`src/rtl/keypad_scanner_pkg.sv`:
```
// Shared sizes, reset constants and FSM encoding for the 4x4 keypad scanner.
package keypad_scanner_pkg;

  localparam int unsigned NUM_ROWS = 4;
  localparam int unsigned NUM_COLS = 4;
  localparam int unsigned MAP_W    = NUM_ROWS * NUM_COLS;
  localparam int unsigned KEY_W    = 4;
  localparam int unsigned COL_W    = 2;
  localparam int unsigned CNT_W    = 4;

  localparam logic [NUM_COLS-1:0] COL_RESET = 4'b1110;

  typedef enum logic [1:0] {
    ST_IDLE    = 2'd0,
    ST_PRESSED = 2'd1,
    ST_LOCKED  = 2'd2
  } key_state_e;

  typedef logic [MAP_W-1:0] key_map_t;

  // Index of the highest set bit; only meaningful for a one-hot map.
  function automatic logic [KEY_W-1:0] key_index(input key_map_t map);
    logic [KEY_W-1:0] idx;
    idx = '0;
    for (int i = 0; i < int'(MAP_W); i++) begin
      if (map[i]) idx = KEY_W'(i);
    end
    return idx;
  endfunction

endpackage

```
`src/rtl/keypad_scanner_row_sync.sv`:
```
// Two-flop synchronizer for the asynchronous active-low keypad row lines.
module row_sync
  import keypad_scanner_pkg::*;
#(
  parameter int unsigned WIDTH = NUM_ROWS
) (
  input  logic             i_clk,
  input  logic             i_rst_l,
  input  logic [WIDTH-1:0] i_d,
  output logic [WIDTH-1:0] o_q
);

  logic [WIDTH-1:0] meta;

  // Idle rows read high, so both stages reset to all ones.
  always_ff @(posedge i_clk) begin
    if (!i_rst_l) begin
      meta <= '1;
      o_q  <= '1;
    end else begin
      meta <= i_d;
      o_q  <= meta;
    end
  end

endmodule

```
`src/rtl/keypad_scanner.sv`:
```
// 4x4 matrix keypad scanner: walking-zero column drive, frame debounce,
// single-key acceptance with multi-key lockout.
module keypad_scanner
  import keypad_scanner_pkg::*;
#(
  parameter int unsigned DEBOUNCE_FRAMES = 3
) (
  input  logic                i_clk,
  input  logic                i_rst_l,
  input  logic                i_tick,
  input  logic [NUM_ROWS-1:0] i_row_l,
  output logic [NUM_COLS-1:0] o_col_l,
  output logic [KEY_W-1:0]    o_key,
  output logic                o_key_valid,
  output logic                o_key_held
);

  localparam logic [CNT_W-1:0] DEB_CNT = CNT_W'(DEBOUNCE_FRAMES);
  localparam logic [COL_W-1:0] LAST_COL = COL_W'(NUM_COLS - 1);

  logic [NUM_ROWS-1:0] row_sync_l;
  logic [COL_W-1:0]    col_idx;
  key_map_t            acc_map;
  key_map_t            prev_map;
  key_map_t            frame_map_c;
  logic [CNT_W-1:0]    stable_cnt;
  logic [CNT_W-1:0]    stable_cnt_c;
  logic                frame_close_c;
  logic                debounced_c;
  key_state_e          state;
  key_state_e          state_next;
  logic [KEY_W-1:0]    key_next;
  logic                key_valid_next;

  row_sync #(
    .WIDTH (NUM_ROWS)
  ) u_row_sync (
    .i_clk   (i_clk),
    .i_rst_l (i_rst_l),
    .i_d     (i_row_l),
    .o_q     (row_sync_l)
  );

  // Overlay the rows seen on the driven column onto the frame being built.
  always_comb begin
    frame_map_c = acc_map;
    for (int r = 0; r < int'(NUM_ROWS); r++) begin
      for (int c = 0; c < int'(NUM_COLS); c++) begin
        if (COL_W'(c) == col_idx) begin
          frame_map_c[r*int'(NUM_COLS) + c] = ~row_sync_l[r];
        end
      end
    end
  end

  // Run length of identical frames, saturating at the debounce depth.
  always_comb begin
    frame_close_c = i_tick && (col_idx == LAST_COL);
    if (frame_map_c != prev_map) begin
      stable_cnt_c = CNT_W'(1);
    end else if (stable_cnt >= DEB_CNT) begin
      stable_cnt_c = DEB_CNT;
    end else begin
      stable_cnt_c = stable_cnt + CNT_W'(1);
    end
    debounced_c = frame_close_c && (stable_cnt_c == DEB_CNT);
  end

  // Column walk, frame accumulation and frame-to-frame history.
  always_ff @(posedge i_clk) begin
    if (!i_rst_l) begin
      o_col_l    <= COL_RESET;
      col_idx    <= '0;
      acc_map    <= '0;
      prev_map   <= '0;
      stable_cnt <= '0;
    end else if (i_tick) begin
      o_col_l <= {o_col_l[NUM_COLS-2:0], o_col_l[NUM_COLS-1]};
      col_idx <= col_idx + COL_W'(1);
      acc_map <= frame_map_c;
      if (frame_close_c) begin
        prev_map   <= frame_map_c;
        stable_cnt <= stable_cnt_c;
      end
    end
  end

  // Key FSM state and registered outputs.
  always_ff @(posedge i_clk) begin
    if (!i_rst_l) begin
      state       <= ST_IDLE;
      o_key       <= '0;
      o_key_valid <= 1'b0;
      o_key_held  <= 1'b0;
    end else begin
      state       <= state_next;
      o_key       <= key_next;
      o_key_valid <= key_valid_next;
      o_key_held  <= (state_next == ST_PRESSED);
    end
  end

  // Decisions are only taken on a debounced frame close.
  always_comb begin
    state_next     = state;
    key_next       = o_key;
    key_valid_next = 1'b0;
    if (debounced_c) begin
      case (state)
        ST_IDLE: begin
          if ($onehot(frame_map_c)) begin
            state_next     = ST_PRESSED;
            key_next       = key_index(frame_map_c);
            key_valid_next = 1'b1;
          end else if (frame_map_c != '0) begin
            state_next = ST_LOCKED;
          end
        end
        ST_PRESSED, ST_LOCKED: begin
          if (frame_map_c == '0) state_next = ST_IDLE;
        end
        default: state_next = ST_IDLE;
      endcase
    end
  end

endmodule

```
`config.mk`:
```
export PLATFORM = sky130hd
export DESIGN_NAME = keypad_scanner
export DESIGN_NICKNAME = d
export VERILOG_FILES = /design/src/rtl/keypad_scanner_pkg.sv /design/src/rtl/keypad_scanner_row_sync.sv /design/src/rtl/keypad_scanner.sv
export SDC_FILE = /design/constraint.sdc
export NUM_CORES = 1
export LEC_CHECK = 0
export CORE_MARGIN = 5
export CORE_UTILIZATION = 54
export CTS_CLUSTER_SIZE = 16
export DETAILED_ROUTE_END_ITERATION = 12
export HOLD_SLACK_MARGIN = 0.08
export PLACE_DENSITY = 0.86
export RECOVER_POWER = 25
export SLEW_MARGIN = 20
export SYNTH_ARGS = -nofsm -noshare
export SYNTH_HDL_FRONTEND = slang
export SYNTH_SLANG_ARGS = --single-unit
```
`constraint.sdc`:
```
create_clock -name i_clk -period 5.5 [get_ports i_clk]
set_input_delay 1.1 -clock i_clk [delete_from_list [all_inputs] [get_ports i_clk]]
set_output_delay 1.1 -clock i_clk [all_outputs]
set_load 0.005 [all_outputs]
```
==> metrics.txt, run 1 <==
IO buf count 16; ys flop type dfxtp_1; Site Rows 28; clock sink count 58; post-detail-place hpwl ~6.5 mm; total leakage power 1.70 nW; multi-input combinational cell area around 2000 um^2; flops & latches, synth 58; Skew-Pair Late Insertion Delay 0.35 ns; Initial DRC Count around 230; Async SR Flop Fraction 0%; Detail Route Antenna Nets 0; drt first pass iters 4; vias in the first global route 2962; Mapped Nets 430; Final Cycle Share 97.2%; Clock Power Share 33.3%; Met2 Wirelength between 4 and 5 mm; GR Overflow Total 0; I/O pin count 17; slowest stage delay, CP between 0.5 and 0.6 ns; first-pass GRT wire length 14.2 mm; H-tree depth 3; commonest non-fill, non-tap cell in the layout nor2_1; Synth Instances 400; core area just under 6000 um^2; fraction of layout instances using a drive strength above 1 18.6%; routed vias 3063; critical path class reg2reg; crit-path cells buf_4 -> ha_4 -> buf_4 -> nor2_1 -> nor2_1 -> fa_1 -> inv_1 -> fa_1 -> fa_1 -> fa_1 -> inv_1 -> ha_1 -> fa_1 -> or4b_4 -> a21oi_4 -> nand2_2 -> or4_4 -> a211oi_2; placed cell areas 3720 um^2; synthesis-to-layout area growth 22.9%; Hold WC Path Type reg2reg; Root Driver clkbuf_8; Final Slew Violations 0; crit path time final 5.35 ns; met3 wire length 572 um; Top delay family on crit path adder cells; Final Net Count 481; Sw Ratio 31.2%; Syn. warnings 0; M1 WL 3.59 mm; DRC 0; most used cell, CP fa_1; CTS Buf Count 9; top sig layer met4; Routed WL 8.72 mm; Peak VDD IR 0.000252 V; Worst Path Required 5.78 ns; number of max-cap violations 0; CP Max Fanout 4; fmax 187 MHz; die width 87.7 um; initial core utilization 55.4%; Worst-Margin Slew 0.994 ns; Util after Layout between 60% and 70%; Placer Congestion 1.07; routed vias/inst 5.77; post-synthesis sequential area ratio 35.6%; Post-synth EDFFs 0; Fillers 481; Fin Hold WS a little over 0.4 ns; slowest stage cell on the critical path fa_1; n_diodes 0; Avg Inst Size Synth 8.15 um^2; hold_buf cts 0; clock skew 0.00983 ns; commonest non-fill, non-tap cells in the layout 71 x nor2_1, 56 x dfxtp_1, 37 x buf_4; Slew HR between 30% and 40%; Psw between 400 and 500 uW; post-layout instance area approximately 4000 um^2; routed len/inst around 16 um; Reg clk slew, reported paths 0.07 ns; power share of the sequential group 32.4%; Setup crit end kind flop; CTS tree yes; Netlist cell types 54; Logic pwr share around 34%; outcome finished clean; largest net degree at the start of global routing 35; synthesized cell area 3260 um^2; final setup fails 0; Bufs and invs on worst path 4; Sequential cell area 1170 um^2; All-Layer GR Usage 24.2%; Die Area slightly below 8000 um^2; Final Hold Vio Count 0; startpoint class of the critical path flop; critical path arrival about 5.6 ns; Int Pwr around 940 uW; CTS Buffer Depth 2; die span in y 87.7 um; Pwr per Cell Area 340 nW/um^2; initial antenna violation count 0
[routing by layer]
layer | up-vias | track usage, %
met2 | 105 | 41.4
met3 | 25 | 5.93
met4 | 0 | 11.4
li1 | 1484 | -
met1 | 1449 | 28.3
met5 | - | 0
[power groups by stage]
stage	clock [mW]	sequential, mW	combinational, mW
2_1_floorplan	0	0.448	0.270
3_3_place_gp	0	0.450	0.383
3_5_place_dp	0	0.451	0.393
4_1_cts	0.461	0.442	0.428
5_1_grt	0.481	0.443	0.525
6_report	0.454	0.442	0.469
[through the flow]
| step | total power [mW] | std cells | setup WS (ns) | setup TNS [ns] |
|---|---|---|---|---|
| 2_1_floorplan | 0.718 | 400 | 0.0162 | 0 |
| 3_3_place_gp | 0.833 | 512 | 0.0479 | 0 |
| 3_5_place_dp | 0.844 | 512 | -0.0784 | -0.109 |
| 4_1_cts | 1.33 | 529 | 0.00370 | 0 |
| 5_1_grt | 1.45 | 531 | -0.0287 | -0.0924 |
| 6_report | 1.36 | 531 | 0.152 | 0 |
[cell families (layout without fill, tap and decap cells)]
group | after synthesis | in the layout | synth area share [%]
flip-flops | 58 | 58 | 35.6
buffers and inverters | 35 | 91 | 4.14
multiplexers | 10 | 10 | 3.07
AND/OR/NAND/NOR | 199 | 199 | 31.4
XOR/XNOR | 1 | 1 | 0.269
AO/OA/AOI/OAI | 74 | 74 | 14.4
adder cells (fa/ha/maj) | 23 | 23 | 11.1
[path summary, 6_finish.rpt]
check / to / depth (start not counted) / slack [ns] / from
min: u_row_sync.o_q[0] / 1 / 0.41 / u_row_sync.meta[0]
min reg2reg: u_row_sync.o_q[0] / 1 / 0.41 / u_row_sync.meta[0]
max reg2reg: o_key_held / 18 / 0.15 / col_idx[0]
max: o_key_held / 18 / 0.15 / col_idx[0]
[cells in the mapped netlist (all sizes together) (2+ instances only)]
| library cell | count | area share, % |
|---|---|---|
| a211oi | 3 | 0.84 |
| a21bo | 2 | 0.61 |
| a21o | 4 | 0.96 |
| a21oi | 27 | 4.1 |
| a31oi | 3 | 0.58 |
| and2 | 13 | 2.6 |
| and3 | 2 | 0.38 |
| buf | 2 | 0.35 |
| clkbuf | 12 | 1.4 |
| dfxtp | 58 | 36 |
| fa | 10 | 6.1 |
| ha | 13 | 5.0 |
| inv | 20 | 2.3 |
| mux2i | 10 | 3.1 |
| nand2 | 34 | 3.9 |
| nand2b | 17 | 3.4 |
| nand3 | 8 | 1.2 |
| nand3b | 2 | 0.46 |
| nand4 | 14 | 3.1 |
| nor2 | 71 | 8.2 |
| nor2b | 2 | 0.38 |
| nor3 | 2 | 0.31 |
| nor4 | 6 | 1.2 |
| o211ai | 6 | 1.4 |
| o21a | 3 | 0.69 |
| o21ai | 12 | 1.8 |
| o21bai | 3 | 0.69 |
| o22ai | 3 | 0.58 |
| o31ai | 2 | 0.46 |
| or2 | 11 | 2.2 |
| or3 | 10 | 1.9 |
| or4 | 3 | 0.92 |
[what timing repair did]
action                                  in CTS  in global routing
endpoints found under the hold margin        0                  0
endpoints found under the setup margin       5                  6
setup buffers                                1                  2
gates resized for setup                      4                  7
pin swaps                                    0                  2
[state kept, by name (all words and copies together) (netlist names), 2 cells and up]
register / count
acc_map: 16
prev_map: 16
o_col_l: 4
o_key: 4
stable_cnt: 4
u_row_sync.meta: 4
u_row_sync.o_q: 4
col_idx: 2
state: 2
[final cells by class]
cell class / count / area share (%)
clock buffers: 12 / 3.87
clock inverters: 4 / 1.84
inverters: 21 / 1.97
multi-input cells: 307 / 49.9
flip-flops and latches: 58 / 29.1
well taps: 75 / 2.34
repair buffers: 54 / 11.0
Power figures use the tool's default switching activity.
==> run 2: changes to the inputs <==
--- a/config.mk
+++ b/config.mk
@@ -10,9 +10,8 @@
 export CTS_CLUSTER_SIZE = 16
 export DETAILED_ROUTE_END_ITERATION = 12
 export HOLD_SLACK_MARGIN = 0.08
-export PLACE_DENSITY = 0.86
+export PLACE_DENSITY = 0.82
 export RECOVER_POWER = 25
-export SLEW_MARGIN = 20
 export SYNTH_ARGS = -nofsm -noshare
 export SYNTH_HDL_FRONTEND = slang
 export SYNTH_SLANG_ARGS = --single-unit
==> run 2 against run 1 <==
Effect of this change:
- via count up 0.85%
- utilization is 0.66 points higher
- clock power down 1%
- largest power group unchanged
- highest routed layer unchanged
- routed wire length grew 1.4%
- first-iteration DRC count did not move
- register-to-register slack improved by 0.09 ns
- combinational power up 3%
- cell count increased by 0.38%
==> metrics.txt, run 2 (synthesis gave the netlist of run 1 again) <==
initial core utilization 55.4% (unchanged); Final Hold Vio Count 0 (unchanged); core area 5890 um^2 (unchanged); crit path time final 5.26 ns (was 5.35 ns); number of max-cap violations 0 (unchanged); n_diodes 0 (unchanged); initial antenna violation count 0 (unchanged); I/O pin count 17 (unchanged); commonest non-fill, non-tap cell in the layout nor2_1 (unchanged); drt first pass iters 5 (was 4); outcome finished clean (unchanged); hold_sp u_row_sync.meta[3] (was u_row_sync.meta[0]); largest net degree at the start of global routing 35 (unchanged); Detail Route Antenna Nets 0 (unchanged); clock skew 0.0132 ns (was 0.00983 ns); Fin Hold WS 0.410 ns (was 0.411 ns); DRC 0 (unchanged); end of the worst register-to-register path o_key_held (unchanged); Bufs and invs on worst path 1 (was 4); commonest non-fill, non-tap cells in the layout 70 x nor2_1, 56 x dfxtp_1, 39 x buf_4 (was 71 x nor2_1, 56 x dfxtp_1, 37 x buf_4); Root Driver clkbuf_8 (unchanged); slowest stage cell on the critical path fa_1 (unchanged); Peak VDD IR 0.000228 V (was 0.000252 V); All-Layer GR Usage 24.4% (was 24.2%); Skew-Pair Late Insertion Delay 0.36 ns (was 0.35 ns); crit-path cells ha_4 -> and2_1 -> or2_2 -> fa_1 -> fa_1 -> fa_1 -> fa_1 -> inv_1 -> ha_1 -> fa_1 -> or4b_4 -> a21oi_4 -> nand2_2 -> or4_4 -> a211oi_2 (was buf_4 -> ha_4 -> buf_4 -> nor2_1 -> nor2_1 -> fa_1 -> inv_1 -> fa_1 -> fa_1 -> fa_1 -> inv_1 -> ha_1 -> fa_1 -> or4b_4 -> a21oi_4 -> nand2_2 -> or4_4 -> a211oi_2); Worst Path Required 5.78 ns (about the same); slowest stage delay, CP 0.58 ns (was 0.54 ns); die width 87.7 um (unchanged); FF-to-FF path depth 15 (was 18); Fillers 473 (was 481); Final Slew Violations 0 (unchanged); total leakage power 1.70 nW (about the same); Slew HR 43.1% (was 33.7%); Pwr per Cell Area 340 nW/um^2 (about the same); most used cell, CP fa_1 (unchanged); first-pass GRT wire length 14.3 mm (was 14.2 mm); Util after Layout 68.8% (was 68.1%); clock sink count 58 (unchanged); CTS Buffer Depth 2 (unchanged); die span in y 87.7 um (unchanged); Worst-Margin Slew 0.853 ns (was 0.994 ns); Placer Congestion 0.983 (was 1.07); post-detail-place hpwl 6.52 mm (about the same); CTS Buf Count 9 (unchanged); total power 1.38 mW (was 1.36 mW); hold_buf cts 0 (unchanged); Routed WL 8.84 mm (was 8.72 mm); Min-Delay Path Depth 1 (unchanged); IO buf count 16 (unchanged); critical path arrival 5.54 ns (was 5.62 ns); vias in the first global route 3013 (was 2962); Top delay family on crit path adder cells (unchanged); Setup crit end kind flop (unchanged); routed vias 3089 (was 3063); Die Area 7690 um^2 (unchanged); total negative slack 0 ns (unchanged); RSZ-0062 raised after global routing no; flop-to-flop setup slack 0.24 ns (was 0.15 ns); final setup fails 0 (unchanged); GR Overflow Total 0 (unchanged); Reg clk slew, reported paths 0.08 ns (was 0.07 ns); Hold WC Path Type reg2reg (unchanged); CP Max Fanout 9 (was 4); routed len/inst 16.6 um (was 16.4 um); Hold Crit Endpoint u_row_sync.o_q[3] (was u_row_sync.o_q[0]); crit path from col_idx[0] (unchanged); Final Net Count 483 (was 481); routed vias/inst 5.80 (was 5.77); fmax 190 MHz (was 187 MHz); critical path class reg2reg (unchanged); startpoint class of the critical path flop (unchanged); Initial DRC Count 229 (unchanged); synthesis-to-layout area growth 24.1% (was 22.9%); Final Cycle Share 95.6% (was 97.2%); H-tree depth 3 (unchanged); fraction of layout instances using a drive strength above 1 19.9% (was 18.6%); Site Rows 28 (unchanged); reg2reg start col_idx[0] (unchanged); CTS tree yes (unchanged); biggest regs acc_map x16, prev_map x16 (unchanged)
==> run 2: worst register-to-register path: stages (launching register included) <==
cell,delay (ns)
dfxtp_4,0.37
ha_4,0.20
and2_1,0.15
or2_2,0.31
fa_1,0.58
fa_1,0.45
fa_1,0.49
fa_1,0.49
inv_1,0.04
ha_1,0.19
fa_1,0.43
or4b_4,0.53
a21oi_4,0.16
nand2_2,0.08
or4_4,0.52
a211oi_2,0.19
==> run 2: stage by stage <==
step / worst slack (ns) / instances / area [um^2]
final: 0.242 / 533 / 4050
after global routing: 0.0000111 / 533 / 4050
after CTS: 0.0203 / 532 / 3990
after detailed placement: -0.141 / 514 / 3740
after global placement: 0.0143 / 514 / 3740
after floorplan: 0.0162 / 400 / 3260
==> run 2: worst max path at each step <==
stage / to / slack, ns / cells past startpoint
final: o_key_held / 0.24 / 15
after global routing: o_key_held / 0.00001 / 19
after CTS: o_key_held / 0.02 / 18
after detailed placement: o_key_held / -0.14 / 15
after global placement: o_key_held / 0.01 / 16
after floorplan: o_key[3] / 0.02 / 17
==> run 2: area by class of cell <==
cell class	instances	area [um^2]	area share, %
clock buffer	10	138	3.40
clock inverter	6	88.8	2.19
inverter	21	78.8	1.95
multi-input combinational	307	2020	50.0
sequential	58	1170	28.9
tap	75	93.8	2.32
timing repair buffer	56	457	11.3
==> run 2: what timing repair did <==
| item | 4_1_cts | 5_1_grt |
|---|---|---|
| setup buffers | 2 | 1 |
| pin swaps | 3 | 4 |
| gates cloned | 0 | 0 |
| gates resized for setup | 5 | 13 |
| setup endpoints to repair | 6 | 7 |
==> run 2: power breakdown <==
group,switching [mW],internal [mW]
clock network,0.182,0.268
registers,0.0109,0.433
logic,0.243,0.241
total,0.435,0.942
==> run 2: layer usage <==
layer | up-vias | global-route usage (%) | routed length [um]
li1 | 1492 | - | -
met1 | 1431 | 28.9 | 3730
met2 | 132 | 41.4 | 4160
met3 | 34 | 5.93 | 544
met4 | 0 | 12.1 | 416
met5 | - | 0 | 0
==> run 3: changes to the inputs <==
--- a/config.mk
+++ b/config.mk
@@ -5,6 +5,7 @@
 export SDC_FILE = /design/constraint.sdc
 export NUM_CORES = 1
 export LEC_CHECK = 0
+export ABC_CLOCK_PERIOD_IN_PS = 5500
 export CORE_MARGIN = 5
 export CORE_UTILIZATION = 54
 export CTS_CLUSTER_SIZE = 16
==> results of run 3 <==
Final layout, timing and power as in run 2 (identical DEF).
